<file path="src/rtl/tempo_pkg.sv">
// Shared types and constants for the tempo window controller.
// Holds the FSM state encoding, the BPM table and the magnitude helper.
package tempo_pkg;

  typedef enum logic [2:0] {
    S_IDLE,
    S_FLUSH,
    S_WARMUP,
    S_ACCUM,
    S_COMPARE,
    S_PRESENT
  } state_e;

  localparam int NUM_TEMPI = 6;

  localparam logic [NUM_TEMPI-1:0][7:0] BPM_TAB = {
    8'd240, 8'd210, 8'd180, 8'd120, 8'd90, 8'd60
  };

  function automatic logic [7:0] bpm_of(input logic [2:0] idx);
    logic [7:0] r;
    r = 8'd0;
    for (int i = 0; i < NUM_TEMPI; i++)
      if (idx == 3'(i)) r = BPM_TAB[i];
    return r;
  endfunction

  // two's-complement magnitude; -128 lands on 128, which still fits 8 bits
  function automatic logic [7:0] mag8(input logic [7:0] v);
    return v[7] ? (~v + 8'd1) : v;
  endfunction

endpackage

</file>
<file path="src/rtl/tempo_window_ctrl_accum.sv">
// Saturating magnitude accumulator for one comb channel.
// Module tempo_accum: clear wins over enable.
module tempo_accum
  import tempo_pkg::*;
#(
  parameter int ACC_W = 20
) (
  input  logic             clk,
  input  logic             reset,
  input  logic             clr,
  input  logic             en,
  input  logic [7:0]       din,
  output logic [ACC_W-1:0] acc
);

  logic [ACC_W-1:0] acc_q;
  logic [ACC_W-1:0] acc_d;
  logic [ACC_W:0]   sum;

  always_comb begin
    sum   = {1'b0, acc_q} + {{(ACC_W-7){1'b0}}, mag8(din)};
    acc_d = acc_q;
    if (clr)
      acc_d = '0;
    else if (en)
      acc_d = sum[ACC_W] ? '1 : sum[ACC_W-1:0];
  end

  always_ff @(posedge clk) begin
    if (reset) acc_q <= '0;
    else       acc_q <= acc_d;
  end

  assign acc = acc_q;

endmodule

</file>
<file path="src/rtl/tempo_window_ctrl.sv">
// Tempo window controller: flush, warm-up, accumulate, pick, present.
// Define TEMPO_CONTINUOUS_EN for back-to-back windows after each ack.
module tempo_window_ctrl
  import tempo_pkg::*;
#(
  parameter int DECIM        = 4,
  parameter int FLUSH_CYCLES = 16,
  parameter int WARMUP       = 256,
  parameter int WINDOW       = 1024,
  parameter int CAPTURE_DLY  = 2,
  parameter int ACC_W        = 20
) (
  input  logic              clk,
  input  logic              reset,
  input  logic              start,
  input  logic              audio_ready,
  input  logic signed [7:0] comb60,
  input  logic signed [7:0] comb90,
  input  logic signed [7:0] comb120,
  input  logic signed [7:0] comb180,
  input  logic signed [7:0] comb210,
  input  logic signed [7:0] comb240,
  output logic              apu_reset,
  output logic              apu_ready,
  output logic [2:0]        tempo_idx,
  output logic [7:0]        tempo_bpm,
  output logic              tempo_valid,
  input  logic              tempo_ack,
  output logic              busy
);

  localparam int DW = (DECIM > 1) ? $clog2(DECIM) : 1;

  state_e state_q, state_d;
  logic [15:0] cnt_q, cnt_d;
  logic [2:0]  sc_q, sc_d;
  logic [2:0]  bidx_q, bidx_d;
  logic [ACC_W-1:0] best_q, best_d;
  logic [DW-1:0] dec_q, dec_d;
  logic [CAPTURE_DLY-1:0] cap_q, cap_d;
  logic apu_ready_q, apu_ready_d;
  logic valid_q, valid_d;
  logic busy_q, busy_d;
  logic [2:0] idx_q, idx_d;
  logic [7:0] bpm_q, bpm_d;

  logic clr_acc;
  logic cap_fire;
  logic dec_active;
  logic [ACC_W-1:0] acc_sel;
  logic [7:0] comb_arr [NUM_TEMPI];
  logic [ACC_W-1:0] acc_arr [NUM_TEMPI];

  assign comb_arr[0] = comb60;
  assign comb_arr[1] = comb90;
  assign comb_arr[2] = comb120;
  assign comb_arr[3] = comb180;
  assign comb_arr[4] = comb210;
  assign comb_arr[5] = comb240;

  assign dec_active = state_q inside {S_WARMUP, S_ACCUM, S_COMPARE, S_PRESENT};
  assign cap_fire   = cap_q[CAPTURE_DLY-1] && (state_q == S_ACCUM);

  for (genvar g = 0; g < NUM_TEMPI; g++) begin : g_acc
    tempo_accum #(.ACC_W(ACC_W)) u_acc (
      .clk   (clk),
      .reset (reset),
      .clr   (clr_acc),
      .en    (cap_fire),
      .din   (comb_arr[g]),
      .acc   (acc_arr[g])
    );
  end

  always_comb begin
    acc_sel = '0;
    for (int i = 0; i < NUM_TEMPI; i++)
      if (sc_q == 3'(i)) acc_sel = acc_arr[i];
  end

  always_comb begin
    state_d = state_q;
    cnt_d   = cnt_q;
    sc_d    = sc_q;
    best_d  = best_q;
    bidx_d  = bidx_q;
    clr_acc = 1'b0;
    unique case (state_q)
      S_IDLE: begin
        cnt_d   = '0;
        clr_acc = 1'b1;
        if (start) state_d = S_FLUSH;
      end
      S_FLUSH: begin
        if (cnt_q == 16'(FLUSH_CYCLES-1)) begin
          cnt_d   = '0;
          state_d = S_WARMUP;
        end else begin
          cnt_d = cnt_q + 16'd1;
        end
      end
      S_WARMUP: begin
        if (apu_ready_q) begin
          if (cnt_q == 16'(WARMUP-1)) begin
            cnt_d   = '0;
            state_d = S_ACCUM;
          end else begin
            cnt_d = cnt_q + 16'd1;
          end
        end
      end
      S_ACCUM: begin
        if (cap_fire) begin
          if (cnt_q == 16'(WINDOW-1)) begin
            cnt_d   = '0;
            sc_d    = '0;
            state_d = S_COMPARE;
          end else begin
            cnt_d = cnt_q + 16'd1;
          end
        end
      end
      S_COMPARE: begin
        sc_d = sc_q + 3'd1;
        // strict compare keeps the lower index on ties
        if (sc_q == 3'd0 || acc_sel > best_q) begin
          best_d = acc_sel;
          bidx_d = sc_q;
        end
        if (sc_q == 3'(NUM_TEMPI-1)) state_d = S_PRESENT;
      end
      S_PRESENT: begin
        if (tempo_ack) begin
`ifdef TEMPO_CONTINUOUS_EN
          clr_acc = 1'b1;
          cnt_d   = '0;
          state_d = S_ACCUM;
`else
          state_d = S_IDLE;
`endif
        end
      end
      default: state_d = S_IDLE;
    endcase
  end

  always_comb begin
    dec_d       = dec_q;
    apu_ready_d = 1'b0;
    if (!dec_active) begin
      dec_d = '0;
    end else if (audio_ready) begin
      if (dec_q == DW'(DECIM-1)) begin
        dec_d       = '0;
        apu_ready_d = (state_d != S_IDLE);
      end else begin
        dec_d = dec_q + DW'(1);
      end
    end
    cap_d[0] = apu_ready_q && (state_q == S_ACCUM);
    for (int i = 1; i < CAPTURE_DLY; i++)
      cap_d[i] = cap_q[i-1];
    valid_d = valid_q;
    idx_d   = idx_q;
    bpm_d   = bpm_q;
    if (state_q == S_COMPARE && sc_q == 3'(NUM_TEMPI-1)) begin
      valid_d = 1'b1;
      idx_d   = bidx_d;
      bpm_d   = bpm_of(bidx_d);
    end
    if (state_q == S_PRESENT && tempo_ack) valid_d = 1'b0;
    busy_d = (state_d != S_IDLE);
  end

  always_ff @(posedge clk) begin
    if (reset) begin
      state_q     <= S_IDLE;
      cnt_q       <= '0;
      sc_q        <= '0;
      best_q      <= '0;
      bidx_q      <= '0;
      dec_q       <= '0;
      cap_q       <= '0;
      apu_ready_q <= 1'b0;
      valid_q     <= 1'b0;
      busy_q      <= 1'b0;
      idx_q       <= '0;
      bpm_q       <= '0;
    end else begin
      state_q     <= state_d;
      cnt_q       <= cnt_d;
      sc_q        <= sc_d;
      best_q      <= best_d;
      bidx_q      <= bidx_d;
      dec_q       <= dec_d;
      cap_q       <= cap_d;
      apu_ready_q <= apu_ready_d;
      valid_q     <= valid_d;
      busy_q      <= busy_d;
      idx_q       <= idx_d;
      bpm_q       <= bpm_d;
    end
  end

  assign apu_reset   = reset | (state_q == S_FLUSH);
  assign apu_ready   = apu_ready_q;
  assign tempo_valid = valid_q;
  assign tempo_idx   = idx_q;
  assign tempo_bpm   = bpm_q;
  assign busy        = busy_q;

endmodule

</file>
<file path="config.mk">
export PLATFORM = sky130hd
export DESIGN_NAME = tempo_window_ctrl
export DESIGN_NICKNAME = d
export VERILOG_FILES = /design/src/rtl/tempo_pkg.sv /design/src/rtl/tempo_window_ctrl_accum.sv /design/src/rtl/tempo_window_ctrl.sv
export SDC_FILE = /design/constraint.sdc
export NUM_CORES = 1
export LEC_CHECK = 0
export BUFFER_PORTS_ARGS = -buffer_cell sky130_fd_sc_hd__clkbuf_2
export CAP_MARGIN = 15
export CORE_UTILIZATION = 40
export DETAILED_ROUTE_END_ITERATION = 12
export SKIP_LAST_GASP = 1
export SLEW_MARGIN = 20
export SYNTH_ARGS = -nofsm -noshare
export SYNTH_HDL_FRONTEND = slang
export SYNTH_SLANG_ARGS = --single-unit
</file>
<file path="constraint.sdc">
create_clock -name clk -period 3.2 [get_ports clk]
set_input_delay 0.16 -clock clk [delete_from_list [all_inputs] [get_ports clk]]
set_output_delay 0.16 -clock clk [all_outputs]
set_load 0.1 [all_outputs]
</file>
==> implementation parameters, run 1 <==
Parameter                              Value

Worst setup path
  Worst-case register-to-register setup slack ... -0.34 ns
  Data arrival time of the critical path ... 3.91 ns
  Startpoint of the lowest-slack register-to-register path ... sc_q[1]$_SDFFE_PP0P_
  R2r worst-path depth ... 17
  Required time at the endpoint of the critical path ... 3.57 ns
  Reg-to-Reg End ... tempo_bpm[4]$_SDFFE_PP0P_
  Critical-path maximum fanout ... 7
  CP endpoint kind ... flop
  Master of the slowest instance on the critical path ... sky130_fd_sc_hd__or3_1
  CP max stage delay ... 0.40 ns
  Type of the worst setup path ... reg -> reg
  Cell mode on critical path ... sky130_fd_sc_hd__a21oi_1
  Critical-path cell list ... inv_4 -> ha_4 -> nor2b_4 -> buf_6 -> buf_8 -> a22oi_2 -> a211oi_1 -> a21oi_1 -> a21oi_2 -> ha_1 -> nand4_1 -> or3_1 -> a211o_1 -> and3_4 -> o2111ai_1 -> o311ai_0 -> a21oi_1
  Launching element type of the critical path ... flop

Routing
  Final wirelength ... 34.6 mm
  Initial detailed-routing violation count ... 914
  Routed wire length per instance ... 17.3 µm
  Count of TritonRoute iterations in the first routing pass ... 5
  Routed vias ... 11400
  Via density per instance ... 5.72
  Number of routed nets with antenna violations ... 0
  Residual DRC count ... 0

Power
  PnR Total Power ... 0.00506 W
  Leakage power figure ... 5.78 nW
  Worst vdd ir ... 0.403 mV
  Power density cells ... 348 mW/mm²

Synthesis
  Dominant register cell in the synthesized netlist ... sky130_fd_sc_hd__dfxtp_1
  Syn Nets ... 1619
  Synthesis Warnings ... 0
  Number of library cell types mapped by synthesis ... 76
  Number of cells produced by synthesis ... 1479
  Fraction of the yosys area taken by sequential cells ... 0.305
  Largest cells by area after synthesis ... sky130_fd_sc_hd__dfxtp_1 (31%), sky130_fd_sc_hd__ha_1 (8.5%), sky130_fd_sc_hd__xnor2_1 (5.6%)
  Seq cells post-synth ... 182
  Cell area after technology mapping ... 0.0119 mm²
  Synthesized area per cell ... 8.07 µm²
  Cell accounting for the most synthesized area ... sky130_fd_sc_hd__dfxtp_1
  Async set-or-reset flop fraction in the synthesized netlist ... 0
  Area fraction of the dominant cell type after synthesis ... 0.305
  Count of flip-flops with a built-in enable after synthesis ... 0

Worst hold path
  Hold Path Depth ... 4
  Endpoint with the worst hold slack ... g_acc[4].u_acc.acc[0]$_SDFFE_PP0P_
  Worst min-delay path category ... in -> reg
  Launch point of the worst hold path ... comb210[0]

Die
  Core Region ... 0.0290 mm²
  Placement row count ... 62
  Die height ... 175 µm
  Starting density of the core ... 0.412
  Total Die Area ... 0.0306 mm²
  Horiz. Die Dim ... 175 µm
  I/O pin count ... 68

Final layout
  Fill count ... 2805
  Most frequent cells in the layout ... sky130_fd_sc_hd__dfxtp_1 (180), sky130_fd_sc_hd__nor2_1 (136), sky130_fd_sc_hd__a21oi_1 (117), sky130_fd_sc_hd__nand2_1 (110), sky130_fd_sc_hd__buf_4 (89)
  Growth of design area from synthesis to finish ... 21.6%
  Antenna diode count ... 0
  Most common cell after layout, fill and taps aside ... sky130_fd_sc_hd__dfxtp_1
  Cell area after layout ... 0.0145 mm²
  Share of final-layout standard cells stronger than drive strength 1 ... 0.210
  Multi-input logic area ... 0.00820 mm²
  Area occupied by registers ... 0.00365 mm²
  Total number of nets in the final design ... 1740
  Final standard cell utilization of the core ... 0.501

Run status
  Result of the run ... complete, but fails checks
  Violated checks ... setup timing

Place
  Routability-driven placement congestion ratio ... 0.898
  Final HPWL DP ... 25.2 mm
  Number of input and output port buffers inserted ... 66
  Area of placed instances ... 0.0131 mm²

STA
  Setup repair after global routing missed its margin ... true
  Final Max Slew Viols ... 0
  Worst Tran Pin Value ... 0.705 ns
  Max-Slew Margin vs Limit ... 0.527
  Final period utilization ... 1.11
  Highest attainable clock frequency ... 0.283 GHz
  Setup tns final ... -9.57 ns
  Final clock skew ... 0.0106 ns
  Setup violation total in the final timing report ... 33
  Setup WS post-layout ... -0.338 ns
  Time the final worst path needs with I/O delays and setup ... 3.54 ns
  Final Hold Violating Endpoints ... 0

Global route
  Global Route Usage Sum ... 0.230
  Antenna violations before repair ... 0
  Vias in the first global route ... 10700
  Pin count of the biggest net entering global routing ... 57
  First-pass GRT wire length ... 56.3 mm
  Overflow after GRT ... 0

Clocking
  H-Tree Level Count ... 4
  TritonCTS clock tree ... built
  Sinks on the clock net ... 182
  CTS Root Buffer Type ... sky130_fd_sc_hd__clkbuf_16
  Inserted Clock Buffers ... 17
  Clock edge transition at the registers on the reported setup and hold paths ... 0.07 ns
  Clock latency on the worst-skew pair ... 0.45 ns
  Longest Clk Path Bufs ... 2

Run
  Maxcap violations ... 0
-- cells in the mapped netlist (5+ instances only) --
library cell               count
sky130_fd_sc_hd__nand3_1      34
sky130_fd_sc_hd__a211oi_1     56
sky130_fd_sc_hd__o21ai_1       6
sky130_fd_sc_hd__clkbuf_1     48
sky130_fd_sc_hd__o31ai_1      10
sky130_fd_sc_hd__o22ai_1      19
sky130_fd_sc_hd__o211ai_1      5
sky130_fd_sc_hd__o221a_2      32
sky130_fd_sc_hd__and4b_1       5
sky130_fd_sc_hd__a21o_1       15
sky130_fd_sc_hd__nor2b_1      11
sky130_fd_sc_hd__or3_1        18
sky130_fd_sc_hd__nor2_1      154
sky130_fd_sc_hd__nor3b_1       9
sky130_fd_sc_hd__inv_1        58
sky130_fd_sc_hd__a311oi_1     11
sky130_fd_sc_hd__o21bai_1      6
sky130_fd_sc_hd__nand4_1      19
sky130_fd_sc_hd__xnor2_1      76
sky130_fd_sc_hd__a211o_1       5
sky130_fd_sc_hd__buf_2        15
sky130_fd_sc_hd__nand2b_1     21
sky130_fd_sc_hd__a21oi_1     132
sky130_fd_sc_hd__nor4_1        6
sky130_fd_sc_hd__dfxtp_1     182
sky130_fd_sc_hd__xor2_1       25
sky130_fd_sc_hd__buf_1         5
sky130_fd_sc_hd__mux2i_1      17
sky130_fd_sc_hd__and3_1       29
sky130_fd_sc_hd__a31oi_1      23
sky130_fd_sc_hd__nand2_1     110
sky130_fd_sc_hd__and4_1       15
sky130_fd_sc_hd__a22oi_1      23
sky130_fd_sc_hd__and2_1       11
sky130_fd_sc_hd__o21a_1        6
sky130_fd_sc_hd__o21ai_0      62
sky130_fd_sc_hd__ha_1         81
sky130_fd_sc_hd__nor3_1       50
sky130_fd_sc_hd__or2_2         5
sky130_fd_sc_hd__fa_1          6
-- through the flow --
stage          cells  hold slack, ns  setup WS [ns]
2_1_floorplan   1479           0.275        -0.0939
3_3_place_gp    1933           0.420         -0.280
3_5_place_dp    1933           0.433         -0.362
4_1_cts         1993           0.118         -0.259
5_1_grt         1997           0.155         -0.569
6_report        1997           0.130         -0.338
-- what timing repair did --
action | 4_1_cts | 5_1_grt
pin swaps | 23 | 6
hold buffers | 2 | 0
setup endpoints to repair | 33 | 33
gates resized for setup | 90 | 9
cloned | 2 | 0
buffers inserted | 25 | 4
hold endpoints to repair | 2 | 0
-- routing by layer --
metal,track usage,share of wire
met1,0.316,0.48
met2,0.368,0.46
met3,0.0324,0.040
met4,0.0772,0.025
met5,0,0
-- flip-flops by register name (all words and copies together) (netlist names) --
| register | flops |
|---|---|
| g_acc.u_acc.acc | 120 |
| best_q | 20 |
| cnt_q | 16 |
| tempo_bpm | 7 |
| bidx_q | 3 |
| sc_q | 3 |
| state_q | 3 |
| tempo_idx | 3 |
| cap_q | 2 |
| dec_q | 2 |
| apu_ready | 1 |
| busy | 1 |
| tempo_valid | 1 |
-- area by class of cell --
cell class              count  share of cell area
clock buffers              20              0.0314
clock inverters            12              0.0137
inverters                  58              0.0153
multi-input cells        1168               0.565
flip-flops and latches    182               0.251
well taps                 384              0.0331
repair buffers            173              0.0908
-- cells by family (layout without fill, tap and decap cells) --
family | count (synthesis) | after routing | synth area share
other cells | 1 | 1 | 0.000314
fa+ha+maj | 87 | 87 | 0.0949
simple gates | 520 | 520 | 0.219
xor+xnor | 101 | 101 | 0.0741
mux | 18 | 18 | 0.0152
compound gates | 441 | 441 | 0.248
flops | 182 | 182 | 0.305
buf+inv | 129 | 263 | 0.0434
-- worst max-delay path by stage --
stage / from / to / slack, ns / depth (start not counted)
floorplan: sc_q[0]$_SDFFE_PP0P_ / tempo_bpm[2]$_SDFFE_PP0P_ / -0.09 / 17
global placement: sc_q[0]$_SDFFE_PP0P_ / tempo_bpm[2]$_SDFFE_PP0P_ / -0.28 / 16
detailed placement: sc_q[0]$_SDFFE_PP0P_ / tempo_bpm[2]$_SDFFE_PP0P_ / -0.36 / 17
CTS: sc_q[1]$_SDFFE_PP0P_ / tempo_bpm[1]$_SDFFE_PP0P_ / -0.26 / 18
global route: sc_q[0]$_SDFFE_PP0P_ / tempo_idx[2]$_SDFFE_PP0P_ / -0.57 / 16
finish: sc_q[1]$_SDFFE_PP0P_ / tempo_bpm[4]$_SDFFE_PP0P_ / -0.34 / 17
-- power breakdown --
part           leakage, nW  internal, W  switching (W)
combinational         3.99     0.000160       0.000248
sequential            1.47      0.00227     0.00000607
clock                0.320      0.00143       0.000951
total                 5.78      0.00386        0.00121
-- critical path, delay by kind of cell (launching register included) --
kind | cells | cell delay, ns
DFF | 1 | 0.36
and+or+nand+nor | 4 | 0.88
AOI/OAI and AO/OA | 8 | 1.38
adders and majority gates | 2 | 0.50
buffers and inverters | 3 | 0.34
(Power assumes the default switching activity.)
==> inputs of run 2 (changes only) <==
Settings changed: CORE_MARGIN set to 3, CTS_BUF_LIST set to sky130_fd_sc_hd__clkbuf_16, GPL_TIMING_DRIVEN set to 0.
==> run 2 against run 1 <==
Compared with the run above: the run still ends with setup timing left; critical endpoint is now tempo_bpm[6]$_SDFFE_PP0P_; register-to-register slack worse by 0.39 ns; flip-flop and latch count stayed put; via count is 0.72% higher; largest cell class unchanged; sequential power hardly changed; global-route usage is 1.0 points lower; largest power group is now sequential cells.
==> implementation parameters, run 2 (same netlist as run 1, synthesis figures left out) <==
Parameter                              Value

Run status
  Result of the run ... complete, but fails checks
  Violated checks ... setup timing

Die
  Horiz. Die Dim ... 179 µm
  I/O pin count ... 68
  Total Die Area ... 0.0320 mm²
  Die height ... 179 µm
  Core Region ... 0.0291 mm²
  Starting density of the core ... 0.411
  Placement row count ... 62

STA
  Final Max Slew Viols ... 0
  Final clock skew ... 0.0149 ns
  Final Hold Violating Endpoints ... 0
  Worst Tran Pin Value ... 1.07 ns
  Highest attainable clock frequency ... 0.255 GHz
  Smallest hold slack ... 0.120 ns
  Setup repair after global routing missed its margin ... true
  Setup WS post-layout ... -0.728 ns
  Final period utilization ... 1.23
  Max-Slew Margin vs Limit ... 0.280
  Time the final worst path needs with I/O delays and setup ... 3.93 ns
  Setup violation total in the final timing report ... 33

Worst setup path
  Required time at the endpoint of the critical path ... 3.51 ns
  Launching element type of the critical path ... flop
  Master of the slowest instance on the critical path ... sky130_fd_sc_hd__a22oi_2
  Cell mode on critical path ... sky130_fd_sc_hd__buf_6
  Critical-path cell list ... clkbuf_16 -> inv_6 -> ha_4 -> nor3b_4 -> buf_6 -> buf_6 -> a22oi_2 -> a211oi_2 -> a21oi_2 -> a21oi_2 -> ha_4 -> a21oi_1 -> o21ai_0 -> a22oi_2 -> nand3_4 -> a21boi_4 -> buf_4 -> buf_6 -> mux2i_1 -> a211oi_1
  Startpoint of the lowest-slack register-to-register path ... sc_q[0]$_SDFFE_PP0P_
  CP endpoint kind ... flop
  Critical-path maximum fanout ... 5
  Data arrival time of the critical path ... 4.24 ns
  Type of the worst setup path ... reg -> reg
  CP max stage delay ... 0.38 ns
  Worst setup path startpoint ... sc_q[0]$_SDFFE_PP0P_

Routing
  Residual DRC count ... 0
  Final wirelength ... 35.8 mm
  Routed wire length per instance ... 17.9 µm
  Count of TritonRoute iterations in the first routing pass ... 6
  Number of routed nets with antenna violations ... 0
  Via density per instance ... 5.76
  Routed vias ... 11500
  Initial detailed-routing violation count ... 935

Global route
  First-pass GRT wire length ... 56.2 mm
  Antenna violations before repair ... 0
  Vias in the first global route ... 10500
  Pin count of the biggest net entering global routing ... 19
  Overflow after GRT ... 0
  Global Route Usage Sum ... 0.220

Power
  PnR Total Power ... 0.00478 W
  Leakage power figure ... 5.57 nW
  Worst vdd ir ... 0.365 mV
  Power density cells ... 335 mW/mm²

Worst hold path
  Launch point of the worst hold path ... comb210[0]
  Worst min-delay path category ... in -> reg

Clocking
  CTS Root Buffer Type ... sky130_fd_sc_hd__clkbuf_16
  Clock latency on the worst-skew pair ... 0.45 ns
  Sinks on the clock net ... 182
  Clock edge transition at the registers on the reported setup and hold paths ... 0.08 ns
  TritonCTS clock tree ... built
  Longest Clk Path Bufs ... 2
  H-Tree Level Count ... 4
  Inserted Clock Buffers ... 17

Final layout
  Area occupied by registers ... 0.00365 mm²
  Multi-input logic area ... 0.00831 mm²
  Most common cell after layout, fill and taps aside ... sky130_fd_sc_hd__dfxtp_1
  Max FFs per register ... 120
  Most frequent cells in the layout ... sky130_fd_sc_hd__dfxtp_1 (180), sky130_fd_sc_hd__nor2_1 (142), sky130_fd_sc_hd__nand2_1 (109), sky130_fd_sc_hd__a21oi_1 (99), sky130_fd_sc_hd__ha_1 (77)
  Share of final-layout standard cells stronger than drive strength 1 ... 0.201
  Total number of nets in the final design ... 1740
  Final standard cell utilization of the core ... 0.490
  Antenna diode count ... 0
  Growth of design area from synthesis to finish ... 19.5%
  Fill count ... 2823

Place
  Final HPWL DP ... 26.1 mm
  Number of input and output port buffers inserted ... 66
  Routability-driven placement congestion ratio ... 0.896

Run
  Maxcap violations ... 0
[run 2: report_power, final]
part / switching, W / internal, W
sequential: 0.00000308 / 0.00226
clock: 0.00106 / 0.00103
combinational: 0.000261 / 0.000160
[run 2: final timing paths]
kind | cells after the start | endpoint | slack [ns]
setup reg to reg | 20 | tempo_bpm[6]$_SDFFE_PP0P_ | -0.73
hold reg to reg | 1 | cap_q[1]$_SDFF_PP0_ | 0.45
hold / removal | 4 | g_acc[4].u_acc.acc[0]$_SDFFE_PP0P_ | 0.12
setup / recovery | 20 | tempo_bpm[6]$_SDFFE_PP0P_ | -0.73
[run 2: layout make-up]
class | count | area share
multi-input cells | 1169 | 0.582
flip-flops and latches | 182 | 0.256
repair buffers | 101 | 0.0449
well taps | 384 | 0.0337
clock buffers | 17 | 0.0298
plain buffers | 71 | 0.0281
inverters | 58 | 0.0160
clock inverters | 15 | 0.00938
[run 2: timing repair]
item | 4_1_cts | 5_1_grt
gates resized for setup | 96 | 59
cloned | 6 | 0
hold endpoints to repair | 2 | 0
setup buffers | 11 | 18
pin swaps | 20 | 31
hold buffers | 2 | 0
endpoints found under the setup margin | 33 | 33
[run 2: layer usage]
| metal | vias to the layer above | part of all wire | track usage |
|---|---|---|---|
| met5 | - | 0 | 0 |
| met2 | 319 | 0.45 | 0.345 |
| met3 | 29 | 0.046 | 0.0294 |
| li1 | 5711 | - | - |
| met4 | 0 | 0.012 | 0.0451 |
| met1 | 5446 | 0.49 | 0.322 |
[run 2: worst max-delay path, delay by kind of cell, from the launching register on]
kind,cells,cell delay [ns]
mux,1,0.21
compound gates,9,1.69
buf+inv,6,0.74
flops,1,0.35
fa+ha+maj,2,0.40
simple gates,2,0.39
[run 2: metrics by stage]
step,TNS (ns),cells,setup WS [ns],area (µm²)
final,-20.82,1997,-0.728,14300
after global routing,-25.47,1997,-0.865,14300
after CTS,-18.99,1980,-0.656,13900
after detailed placement,-33.53,1929,-1.13,12800
after global placement,-32.62,1929,-1.11,12800
after floorplan,-0.239,1479,-0.0939,12000
